**src/rtl/serial_to_parallel_pkg.sv**
```systemverilog
// Shared types and helpers for the serial-to-parallel deserializer.
package s2p_pkg;

  typedef enum logic {
    S2P_IDLE  = 1'b0,
    S2P_SHIFT = 1'b1
  } s2p_state_e;

  // Bit-counter width for an n-bit word; never narrower than one bit.
  function automatic int cnt_w(input int n);
    return (n <= 2) ? 1 : $clog2(n);
  endfunction

endpackage

```
**src/rtl/serial_to_parallel_if.sv**
```systemverilog
// Serial input / parallel output bundle for the deserializer.
interface serial_to_parallel_if #(
  parameter int N = 8
);
  logic         serial_in;
  logic         sync;
  logic         out_ready;
  logic         clear_flags;
  logic [N-1:0] data_out;
  logic         out_valid;
  logic         busy;
  logic         overrun;
  logic         resync_err;

  // Upstream serializer and downstream consumer side.
  modport master (
    output serial_in, sync, out_ready, clear_flags,
    input  data_out, out_valid, busy, overrun, resync_err
  );

  // Deserializer side.
  modport slave (
    input  serial_in, sync, out_ready, clear_flags,
    output data_out, out_valid, busy, overrun, resync_err
  );
endinterface

```
**src/rtl/serial_to_parallel.sv**
```systemverilog
// Deserializer: collects N LSB-first bits aligned on sync into a word and
// presents it on a single-entry valid/ready output register. Words that
// complete while the register is still full are dropped (overrun); a sync
// in the middle of a word restarts collection (resync_err).
module serial_to_parallel
  import s2p_pkg::*;
#(
  parameter int N = 8
) (
  input logic                clk,
  input logic                reset,
  serial_to_parallel_if.slave bus
);

  localparam int CW = cnt_w(N);
  localparam logic [CW-1:0] LAST = CW'(N - 1);

  s2p_state_e   state;
  logic [CW-1:0] bit_cnt;
  logic [N-1:0]  shreg;
  logic [N-1:0]  data_out;
  logic          out_valid;
  logic          overrun;
  logic          resync_err;
  logic          out_free;

  // Output register can take a new word when empty or draining this cycle.
  assign out_free = !out_valid || bus.out_ready;

  // Bit collection, output register, handshake and sticky flags.
  always_ff @(posedge clk or posedge reset) begin
    if (reset) begin
      state      <= S2P_IDLE;
      bit_cnt    <= '0;
      shreg      <= '0;
      data_out   <= '0;
      out_valid  <= 1'b0;
      overrun    <= 1'b0;
      resync_err <= 1'b0;
    end else begin
      // Clears first so that any set below in the same cycle wins.
      if (bus.clear_flags) begin
        overrun    <= 1'b0;
        resync_err <= 1'b0;
      end
      // Transfer with no load empties the register; a load below overrides.
      if (out_valid && bus.out_ready)
        out_valid <= 1'b0;

      case (state)
        S2P_IDLE: begin
          if (bus.sync) begin
            shreg   <= {{(N-1){1'b0}}, bus.serial_in};
            bit_cnt <= CW'(1);
            state   <= S2P_SHIFT;
          end
        end
        S2P_SHIFT: begin
          if (bus.sync) begin
            // Misaligned word: drop the partial bits and restart on bit 0.
            shreg      <= {{(N-1){1'b0}}, bus.serial_in};
            bit_cnt    <= CW'(1);
            resync_err <= 1'b1;
          end else if (bit_cnt == LAST) begin
            state   <= S2P_IDLE;
            bit_cnt <= '0;
            if (out_free) begin
              data_out  <= {bus.serial_in, shreg[N-2:0]};
              out_valid <= 1'b1;
            end else begin
              overrun <= 1'b1;
            end
          end else begin
            shreg[bit_cnt] <= bus.serial_in;
            bit_cnt        <= bit_cnt + CW'(1);
          end
        end
        default: state <= S2P_IDLE;
      endcase
    end
  end

  assign bus.data_out   = data_out;
  assign bus.out_valid  = out_valid;
  assign bus.overrun    = overrun;
  assign bus.resync_err = resync_err;
  assign bus.busy       = (state == S2P_SHIFT);

endmodule

```
**src/flat_wrapper.sv**
```systemverilog
// flat-port wrapper written by rule: the top's interface ports become plain ports
module serial_to_parallel_flat import s2p_pkg::*;
#(
  parameter int N = 8
)
  (clk, reset, bus_serial_in, bus_sync, bus_out_ready, bus_clear_flags, bus_data_out, bus_out_valid, bus_busy, bus_overrun, bus_resync_err);
  serial_to_parallel_if #(.N(N)) bus_i ();
  input logic clk;
  input logic reset;
  input wire logic [$bits(bus_i.serial_in)-1:0] bus_serial_in;
  input wire logic [$bits(bus_i.sync)-1:0] bus_sync;
  input wire logic [$bits(bus_i.out_ready)-1:0] bus_out_ready;
  input wire logic [$bits(bus_i.clear_flags)-1:0] bus_clear_flags;
  output wire logic [$bits(bus_i.data_out)-1:0] bus_data_out;
  output wire logic [$bits(bus_i.out_valid)-1:0] bus_out_valid;
  output wire logic [$bits(bus_i.busy)-1:0] bus_busy;
  output wire logic [$bits(bus_i.overrun)-1:0] bus_overrun;
  output wire logic [$bits(bus_i.resync_err)-1:0] bus_resync_err;
  assign bus_i.serial_in = bus_serial_in;
  assign bus_i.sync = bus_sync;
  assign bus_i.out_ready = bus_out_ready;
  assign bus_i.clear_flags = bus_clear_flags;
  assign bus_data_out = bus_i.data_out;
  assign bus_out_valid = bus_i.out_valid;
  assign bus_busy = bus_i.busy;
  assign bus_overrun = bus_i.overrun;
  assign bus_resync_err = bus_i.resync_err;
  serial_to_parallel #(.N(N)) u_core (.clk(clk), .reset(reset), .bus(bus_i));
endmodule
```
**config.mk**
```make
export PLATFORM = sky130hd
export DESIGN_NAME = serial_to_parallel_flat
export DESIGN_NICKNAME = d
export VERILOG_FILES = /design/src/rtl/serial_to_parallel_pkg.sv /design/src/rtl/serial_to_parallel_if.sv /design/src/rtl/serial_to_parallel.sv /design/src/flat_wrapper.sv
export SDC_FILE = /design/constraint.sdc
export NUM_CORES = 1
export LEC_CHECK = 0
export BUFFER_PORTS_ARGS = -buffer_cell sky130_fd_sc_hd__clkbuf_2
export CAP_MARGIN = 20
export CORE_MARGIN = 1
export CORE_UTILIZATION = 33
export CTS_CLUSTER_SIZE = 30
export DETAILED_ROUTE_END_ITERATION = 10
export GPL_ROUTABILITY_DRIVEN = 0
export GPL_TIMING_DRIVEN = 0
export PLACE_DENSITY_LB_ADDON = 0.05
export SYNTH_ARGS = -nofsm -noshare
export SYNTH_HDL_FRONTEND = slang
export SYNTH_SLANG_ARGS = --single-unit
```
**constraint.sdc**
```tcl
create_clock -name clk -period 4.7 [get_ports clk]
set_input_delay 0.47 -clock clk [delete_from_list [all_inputs] [get_ports clk]]
set_output_delay 0.47 -clock clk [all_outputs]
set_load 0.01 [all_outputs]
```
==> results of run 1 <==
cells by family after synthesis:
kind of cell	share of synthesized area, %
flops	52.9
mux	19.7
simple gates	18.1
fa+ha+maj	2.41
compound gates	2.41
buf+inv	3.61
xor+xnor	0.843
synthesized netlist by cell type (2+ instances only):
library cell	count	area share [%]
dfrtp_1	22	53
mux2_4	9	13
nand2b_1	9	5.4
mux2i_1	7	6.7
inv_1	3	1.1
nand2_1	3	1.1
nand3_1	3	1.4
nor2_1	3	1.1
and2b_2	2	1.7
buf_6	2	2.2
ha_1	2	2.4
power by group through the flow:
stage | Clock (mW) | Sequential, mW | Combinational [mW]
finish | 0.0835 | 0.239 | 0.112
CTS | 0.0908 | 0.240 | 0.114
global route | 0.0973 | 0.243 | 0.125
detailed placement | 0 | 0.244 | 0.114
global placement | 0 | 0.242 | 0.114
floorplan | 0 | 0.247 | 0.0772
metal layers:
layer / track usage [%] / up-vias / wire length, um
met5: 0 / - / 0
met4: 3.06 / 0 / 19
met3: 4.69 / 2 / 68
met2: 17.9 / 15 / 776
met1: 15.9 / 295 / 838
li1: - / 300 / -
placed cells by master (no fill, tap or decap):
master / netlist / final
a21oi_2: 1 / 1
dfrtp_1: 22 / 22
nor2_1: 3 / 3
nand4b_1: 1 / 1
o21ai_0: 1 / 1
nand2_1: 3 / 3
nor3b_4: 1 / 1
buf_6: 2 / 2
nor2b_2: 1 / 1
clkbuf_2: 0 / 17
xnor2_1: 1 / 1
or2_2: 1 / 1
o22ai_1: 1 / 1
nand3b_4: 1 / 1
clkbuf_4: 0 / 3
nand2b_1: 9 / 9
nand3b_1: 1 / 1
nand3_1: 3 / 3
ha_1: 2 / 2
mux2i_1: 7 / 7
and2b_2: 2 / 2
inv_1: 3 / 3
clkbuf_1: 1 / 1
a21oi_1: 1 / 1
mux2_4: 9 / 9
nor2b_1: 1 / 1
how the worst max path moves through the flow:
stage                                   to  slack, ns  cells past startpoint
finish              u_core.bus.data_out[4]       2.89                      6
global placement    u_core.bus.data_out[4]       2.90                      6
floorplan           u_core.bus.data_out[0]       3.04                      6
CTS                 u_core.bus.data_out[4]       2.87                      6
global route        u_core.bus.data_out[4]       2.79                      6
detailed placement  u_core.bus.data_out[3]       2.89                      6
worst reg2reg max path, delay by kind of cell, from the launching register on:
kind	cells	cell delay, ns
AND/OR/NAND/NOR	2	0.24
multiplexers	1	0.31
adder cells (fa/ha/maj)	2	0.47
buffers and inverters	1	0.17
flip-flops	1	0.52
flip-flops by register name (all words and copies together), names as in the netlist:
name / count
u_core.bus.data_out: 8
u_core.bus.overrun: 1
u_core.bus.busy: 1
u_core.bus.resync_err: 1
u_core.shreg: 7
u_core.bit_cnt: 3
u_core.bus.out_valid: 1
final cells by class:
class	count	area, um2	share of cell area, %
inverters	3	11.3	0.937
plain buffers	3	26.3	2.19
multi-input cells	50	452	37.6
clock buffers	3	22.5	1.87
well taps	44	55.1	4.58
flip-flops and latches	22	551	45.8
repair buffers	17	85.1	7.08
==> flow_metrics.env, run 1 <==
export IMPL_status="complete, no violations"
export IMPL_firstDrtPassIters=4
export IMPL_clk_path_buf_depth=2
export IMPL_grt_max_degree=23
export IMPL_cts_tree="built"
export IMPL_tightestPinTransition_ns=0.854
export IMPL_syn_area_per_cell_um2=13.3
export IMPL_finalSetupViolations=0
export IMPL_post_cts_setup_buffer_count=0
export IMPL_rsz0062_at_grt="false"
export IMPL_ys_seq_area_share_pct=52.9
export IMPL_die_w_um=58.1
export IMPL_synthFlopType="dfrtp_1"
export IMPL_cpPeakStageDelay_ns=0.52
export IMPL_design_area_um2=1200
export IMPL_drc_errors=0
export IMPL_synth_nets=86
export IMPL_post_place_ws_ns=2.89
export IMPL_ioPinCount=18
export IMPL_netlist_instances=78
export IMPL_hold_class="in -> async"
export IMPL_hold_viol=0
export IMPL_cp_max_fo=8
export IMPL_layout_setup_ws_ns=2.89
export IMPL_power_mw=0.435
export IMPL_fin_nets=108
export IMPL_grt_use_total_pct=11.9
export IMPL_tns_ns=0
export IMPL_clock_latency_ns=0.30
export IMPL_synth_edff_count=0
export IMPL_cap_violations=0
export IMPL_cp_end_kind="flop"
export IMPL_numCtsBuffers=3
export IMPL_powerDensity_nw_per_um2=361
export IMPL_wl_per_cell_um=12.0
export IMPL_core_um2=3030
export IMPL_r2r_end="u_core.bus.data_out[4]"
export IMPL_final_antenna_net_count=0
export IMPL_relSlewSlack_pct=43.0
export IMPL_critPathTopFamily="flip-flops"
export IMPL_reg2reg_from="u_core.bit_cnt[0]"
export IMPL_placementRows=20
export IMPL_crit_required_ns=4.90
export IMPL_max_freq_mhz=553
export IMPL_timing_hold_ws_ns=0.303
export IMPL_via_count=612
export IMPL_overflow=0
export IMPL_place_area_um2=1180
export IMPL_cp_arrival_ns=2.01
export IMPL_cp_slowest_cell="dfrtp_1"
export IMPL_antenna_found_initial=0
export IMPL_crit_path_cell_trace="ha_1, ha_1, nand3b_4, nor2b_2, buf_6, mux2_4"
export IMPL_vdd_drop_max_uv=196
export IMPL_critPathKind="reg -> reg"
export IMPL_path_common_cell="ha_1"
export IMPL_diodes=0
export IMPL_clock_skew_ns=0.00234
export IMPL_start_kind="flop"
export IMPL_pwr_share_seq_pct=55.0
export IMPL_grt_first_pass_wirelength_um=2890
export IMPL_cts_root_buffer="clkbuf_4"
export IMPL_dp_hpwl_um=1180
export IMPL_clkTransAtPathRegs_ns=0.11
export IMPL_ys_seq_elements=22
export IMPL_holdBufCountCts=0
export IMPL_power_frac_comb_pct=25.8
export IMPL_period_share_pct=38.4
export IMPL_die_area_um2=3380
export IMPL_timing_reg2reg_setup_slack_ns=2.89
export IMPL_async_reset_ff_share_pct=100
export IMPL_ys_warn_count=0
export IMPL_fp_dieH_um=58.1
export IMPL_p_switching_mw=0.125
export IMPL_n_fill_cell=301
export IMPL_fin_cells=142
export IMPL_critical_path_startpoint="u_core.bit_cnt[0]"
export IMPL_rr_worst_depth=6
export IMPL_internal_power_mw=0.309
export IMPL_switching_share_pct=28.8
export IMPL_dp_cells=139
export IMPL_drive_gt1_share_pct=38.8
export IMPL_leakage_nw=0.618
export IMPL_first_global_vias=589
export IMPL_path_buf_inv=1
export IMPL_vias_per_cell=4.31
export IMPL_numPortBuffers=17
export IMPL_numClockSinks=22
export IMPL_ctsResizeCount=0
export IMPL_synth_cell_types=24
export IMPL_fin_util_pct=39.7
export IMPL_synth_cell_area_um2=1040
export IMPL_cts_htree_levels=1
export IMPL_drv_slew=0
export IMPL_drt_wl_total_um=1700
export IMPL_drt_initial_drc_count=16
export IMPL_fin_crit_ns=1.81
export IMPL_start_util_pct=34.3
export IMPL_clkPwrFrac_pct=19.2
export IMPL_syn2layout_area_growth_pct=15.6
(Power assumes the default switching activity.)
==> run 2: changes to the inputs <==
- ABC_AREA: not set -> 1
- clock period: 4.7 -> 1.69 ns (I/O delays scaled with it)
==> run 2 against run 1 <==
Effect of this change: first-iteration DRC count is 94% higher; largest cell class unchanged; register-to-register slack worse by 2.8 ns; non-clock buffer count decreased by 1; utilization grew 0.70 points; clock power grew to 3.5 times the previous value; the run now ends with hold timing left.
==> flow_metrics.env, run 2 <==
export IMPL_dr_wl_met3_um=84
export IMPL_clkPwrFrac_pct=21.7
export IMPL_met2_length_um=889
export IMPL_firstDrtPassIters=4
export IMPL_rsz0062_at_grt="false"
export IMPL_fp_dieH_um=58.2
export IMPL_synth_edff_count=0
export IMPL_synth_cell_area_um2=1040
export IMPL_syn2layout_area_growth_pct=17.3
export IMPL_start_kind="flop"
export IMPL_crit_required_ns=1.93
export IMPL_hold_class="in -> async"
export IMPL_final_antenna_net_count=0
export IMPL_numCtsBuffers=3
export IMPL_diodes=0
export IMPL_finalSetupViolations=0
export IMPL_synth_most_common_cell="nand2_1"
export IMPL_synth_cell_types=16
export IMPL_top_layer="met4"
export IMPL_fin_crit_ns=1.55
export IMPL_clk_path_buf_depth=2
export IMPL_layout_commonest_cell="nand2_1"
export IMPL_placementRows=20
export IMPL_tightestPinTransition_ns=0.816
export IMPL_vdd_drop_max_uv=484
export IMPL_grt_use_total_pct=13.9
export IMPL_relSlewSlack_pct=45.6
export IMPL_syn_area_per_cell_um2=8.70
export IMPL_cp_end_kind="flop"
export IMPL_critical_path_startpoint="u_core.bit_cnt[1]"
export IMPL_clock_skew_ns=0.00165
export IMPL_max_freq_mhz=646
export IMPL_cp_slowest_cell="dfrtp_2"
export IMPL_ctsResizeCount=0
export IMPL_hold_viol=22
export IMPL_die_area_um2=3390
export IMPL_holdBufCountCts=0
export IMPL_numClockSinks=22
export IMPL_regMostFlops="u_core.bus.data_out"
export IMPL_internal_power_mw=0.901
export IMPL_timing_hold_ws_ns=-0.0187
export IMPL_clock_latency_ns=0.31
export IMPL_leakage_nw=0.644
export IMPL_start_util_pct=34.5
export IMPL_vias_per_cell=4.39
export IMPL_netlist_instances=120
export IMPL_fin_nets=150
export IMPL_drive_gt1_share_pct=27.7
export IMPL_ys_seq_elements=22
export IMPL_cts_htree_levels=1
export IMPL_top_regs="u_core.bus.data_out x8, u_core.shreg x7, u_core.bit_cnt x3"
export IMPL_drt_wl_total_um=1870
export IMPL_powerDensity_nw_per_um2=1100
export IMPL_status="finished with violations"
export IMPL_dp_cells=181
export IMPL_reg2reg_from="u_core.bit_cnt[1]"
export IMPL_cpPeakStageDelay_ns=0.47
export IMPL_synth_nets=128
export IMPL_cp_arrival_ns=1.79
export IMPL_synth_top_area_cell="dfrtp_1"
export IMPL_violations="hold timing"
export IMPL_drt_initial_drc_count=31
export IMPL_core_um2=3030
export IMPL_cts_tree="built"
export IMPL_die_w_um=58.2
export IMPL_p_switching_mw=0.440
export IMPL_switching_share_pct=32.8
export IMPL_critPathKind="reg -> reg"
export IMPL_ys_top_cells_by_area="dfrtp_1 53%, nand2_1 12%, inv_1 7.2%"
export IMPL_post_cts_setup_buffer_count=0
export IMPL_drv_slew=0
export IMPL_grt_max_degree=23
export IMPL_power_mw=1.34
export IMPL_fin_cells=185
export IMPL_most_common_layout_cells="32 x nand2_1, 21 x dfrtp_1, 20 x inv_1"
export IMPL_first_global_vias=817
export IMPL_clkTransAtPathRegs_ns=0.12
export IMPL_async_reset_ff_share_pct=100
export IMPL_period_share_pct=91.7
export IMPL_overflow=0
export IMPL_largest_reg_flops=8
export IMPL_synth_top_area_share_pct=52.8
export IMPL_ys_seq_area_share_pct=52.8
export IMPL_drc_errors=0
export IMPL_met1Wirelength_um=864
export IMPL_dp_hpwl_um=1410
export IMPL_wl_per_cell_um=10.1
export IMPL_ys_top_cells_by_count="32 x nand2_1, 22 x dfrtp_1, 20 x inv_1, 10 x o21ai_0, 9 x nand3_1"
export IMPL_ys_warn_count=0
export IMPL_cap_violations=0
export IMPL_crit_path_cell_trace="ha_1, ha_2, inv_1, nand2_1, nand2_2, nand3_1, o21ai_1"
export IMPL_ioPinCount=18
export IMPL_cp_max_fo=7
export IMPL_antenna_found_initial=0
export IMPL_grt_first_pass_wirelength_um=3480
export IMPL_tns_ns=0
export IMPL_numPortBuffers=17
export IMPL_synthFlopType="dfrtp_1"
export IMPL_pwr_share_seq_pct=50.7
export IMPL_power_frac_comb_pct=27.6
export IMPL_via_count=813
export IMPL_cts_root_buffer="clkbuf_4"
==> run 2: logic make-up after synthesis <==
family / after synthesis / synth area share (%)
simple gates: 54 / 23.7
compound gates: 19 / 12.0
buf+inv: 23 / 9.11
flops: 22 / 52.8
fa+ha+maj: 2 / 2.40
==> run 2: critical path: cells and delay by family, from the launching register on <==
family                     cells  cell delay, ns
buffers and inverters          1            0.09
adders and majority gates      2            0.43
DFF                            1            0.47
AOI/OAI and AO/OA              1            0.15
and+or+nand+nor                3            0.35
==> run 2: metal layers <==
| metal | vias to the layer above | GRT usage [%] |
|---|---|---|
| li1 | 419 | - |
| met1 | 374 | 16.1 |
| met2 | 15 | 24.0 |
| met3 | 5 | 4.69 |
| met4 | 0 | 5.10 |
| met5 | - | 0 |
==> run 2: cell type report <==
type | instances | area, um2
Fill cell | 310 | 1800
Sequential cell | 22 | 552
Multi-Input combinational cell | 75 | 400
Timing Repair Buffer | 17 | 85.1
Inverter | 21 | 78.8
Tap cell | 44 | 55.1
Clock buffer | 4 | 36.3
Buffer | 2 | 16.3
==> run 2: per-stage QoR <==
step | worst slack, ns | util, % | hold slack, ns | instance area (um2)
finish | 0.141 | 40.4 | -0.0187 | 1220
global route | 0.00497 | 40.4 | 0.0391 | 1220
CTS | 0.0172 | 40.3 | 0.0122 | 1220
detailed placement | 0.0528 | 39.1 | 0.368 | 1180
global placement | 0.102 | 39.1 | 0.366 | 1180
floorplan | 0.290 | - | 0.158 | 1040
==> run 2: path summary, 6_finish.rpt <==
kind                                               end  slack [ns]  depth (start not counted)
worst min-delay path            u_core.bus.data_out[0]       -0.02                          2
worst max-delay path                   u_core.shreg[5]        0.14                          7
worst max register to register         u_core.shreg[5]        0.14                          7
max in group asynchronous            u_core.bit_cnt[1]        1.16                          2
min in group clk                 u_core.bus.resync_err        0.12                          4
worst min register to register  u_core.bus.data_out[3]        0.49                          2
==> run 2: power by group through the flow <==
stage                     clock network (mW)  logic (mW)  registers (mW)
after floorplan                            0       0.241           0.710
after global placement                     0       0.372           0.687
after detailed placement                   0       0.375           0.691
after CTS                              0.306       0.377           0.680
after global routing                   0.325       0.436           0.695
final                                  0.290       0.370           0.680
==> run 3: changes to the inputs <==
- SETUP_SLACK_MARGIN: not set -> 0.15
==> run 3 against run 2 <==
Effect of this change: the run still ends with hold timing left; via count rose by 2.5%; clock skew barely moved; sequential share of layout area fell by 1.6 points; sequential power barely moved; global-route usage fell by 0.094 points; total power rose by 2.5%; non-clock buffer count rose by 1; sequential cell count did not move; critical path type unchanged; critical endpoint unchanged.
==> flow_metrics.env, run 3 (synthesis gave the netlist of run 2 again) <==
export IMPL_cpPeakStageDelay_ns=0.43
export IMPL_crit_path_cell_trace="ha_1, ha_4, inv_1, nand2_1, nand2_4, nand3_4, o21ai_1"
export IMPL_clock_skew_ns=0.00171
export IMPL_final_antenna_net_count=0
export IMPL_grt_first_pass_wirelength_um=3460
export IMPL_core_um2=3030
export IMPL_vias_per_cell=4.48
export IMPL_internal_power_mw=0.917
export IMPL_fin_crit_ns=1.45
export IMPL_fp_dieH_um=58.2
export IMPL_critical_path_startpoint="u_core.bit_cnt[1]"
export IMPL_hold_viol=22
export IMPL_drv_slew=0
export IMPL_largest_reg_flops=8
export IMPL_clock_latency_ns=0.31
export IMPL_period_share_pct=85.9
export IMPL_met2_usage_pct=23.6
export IMPL_fin_nets=151
export IMPL_power_mw=1.37
export IMPL_fin_cells=186
export IMPL_drc_errors=0
export IMPL_dp_hpwl_um=1410
export IMPL_gr_usage_met3_pct=4.69
export IMPL_holdBufCountCts=0
export IMPL_numPortBuffers=17
export IMPL_power_frac_comb_pct=29.6
export IMPL_p_switching_mw=0.456
export IMPL_layout_commonest_cell="nand2_1"
export IMPL_placementRows=20
export IMPL_start_util_pct=34.5
export IMPL_critPathKind="reg -> reg"
export IMPL_grt_max_degree=23
export IMPL_firstDrtPassIters=4
export IMPL_cts_root_buffer="clkbuf_4"
export IMPL_cp_max_fo=7
export IMPL_crit_required_ns=1.93
export IMPL_start_kind="flop"
export IMPL_grtUsageMet1_pct=16.1
export IMPL_timing_hold_ws_ns=-0.0173
export IMPL_pwr_share_seq_pct=49.3
export IMPL_vdd_drop_max_uv=485
export IMPL_max_freq_mhz=689
export IMPL_diodes=0
export IMPL_violations="hold timing"
export IMPL_cts_tree="built"
export IMPL_rsz0062_at_grt="true"
export IMPL_syn2layout_area_growth_pct=21.6
export IMPL_most_common_layout_cells="32 x nand2_1, 21 x dfrtp_1, 20 x inv_1"
export IMPL_clk_path_buf_depth=2
export IMPL_antenna_found_initial=0
export IMPL_switching_share_pct=33.2
export IMPL_overflow=0
export IMPL_via_count=833
export IMPL_clkTransAtPathRegs_ns=0.12
export IMPL_regMostFlops="u_core.bus.data_out"
export IMPL_top_usage_layer="met2"
export IMPL_cp_arrival_ns=1.69
export IMPL_dp_cells=181
export IMPL_numClockSinks=22
export IMPL_ioPinCount=18
export IMPL_drive_gt1_share_pct=31.0
export IMPL_relSlewSlack_pct=45.3
export IMPL_die_area_um2=3390
export IMPL_finalSetupViolations=0
export IMPL_leakage_nw=0.665
export IMPL_reg2reg_from="u_core.bit_cnt[1]"
export IMPL_clkPwrFrac_pct=21.2
export IMPL_cp_end_kind="flop"
export IMPL_powerDensity_nw_per_um2=1080
export IMPL_cts_htree_levels=1
export IMPL_cap_violations=0
export IMPL_tns_ns=0
export IMPL_numCtsBuffers=3
export IMPL_first_global_vias=819
export IMPL_tightestPinTransition_ns=0.820
export IMPL_hold_class="in -> async"
export IMPL_die_w_um=58.2
export IMPL_status="finished with violations"
export IMPL_grt_use_total_pct=13.9
export IMPL_top_regs="u_core.bus.data_out x8, u_core.shreg x7, u_core.bit_cnt x3"
export IMPL_drt_initial_drc_count=31
export IMPL_cp_slowest_cell="dfrtp_2"
export IMPL_drt_wl_total_um=1900
export IMPL_wl_per_cell_um=10.2
==> run 3: per-layer routing <==
| layer | routed length, um | vias up |
|---|---|---|
| met3 | 92 | 5 |
| met4 | 26 | 0 |
| li1 | - | 424 |
| met1 | 897 | 387 |
| met5 | 0 | - |
| met2 | 887 | 17 |
==> run 3: per-stage QoR <==
stage          worst slack, ns  instance area (um2)  util [%]
6_report                 0.238                 1270      41.9
5_1_grt                  0.132                 1270      41.9
4_1_cts                  0.153                 1230      40.7
3_5_place_dp            0.0528                 1180      39.1
3_3_place_gp             0.102                 1180      39.1
2_1_floorplan            0.290                 1040         -
==> run 3: repair_timing <==
| action | 4_1_cts | 5_1_grt |
|---|---|---|
| buffers inserted | 1 | 0 |
| setup endpoints to repair | 5 | 4 |
| pin swaps | 0 | 1 |
| gates cloned | 0 | 0 |
| gates resized for setup | 2 | 10 |
==> run 3: critical path, delay by kind of cell, from the launching register on <==
kind	cells	cell delay (ns)
DFF	1	0.43
adders and majority gates	2	0.41
and+or+nand+nor	3	0.32
AOI/OAI and AO/OA	1	0.14
buffers and inverters	1	0.08
==> run 3: final cells by class <==
cell class | instances | area, um2
clock buffer | 4 | 36.3
inverter | 21 | 78.8
sequential | 22 | 552
buffer | 2 | 16.3
timing repair buffer | 18 | 92.6
multi-input combinational | 75 | 438
fill | 305 | 1760
tap | 44 | 55.1
==> run 3: path summary, 6_finish.rpt <==
path	to	slack, ns	depth (start not counted)
max	u_core.shreg[5]	0.24	7
min	u_core.bus.data_out[0]	-0.02	2
max reg2reg	u_core.shreg[5]	0.24	7
min reg2reg	u_core.bus.data_out[3]	0.49	2
max in group asynchronous	u_core.bit_cnt[1]	1.15	2
min in group clk	u_core.bus.resync_err	0.12	4
==> run 3: power by group through the flow <==
stage | Clock, mW | Sequential (mW) | Combinational (mW)
2_1_floorplan | 0 | 0.710 | 0.241
3_3_place_gp | 0 | 0.687 | 0.372
3_5_place_dp | 0 | 0.691 | 0.375
4_1_cts | 0.306 | 0.675 | 0.395
5_1_grt | 0.325 | 0.691 | 0.472
6_report | 0.291 | 0.677 | 0.406
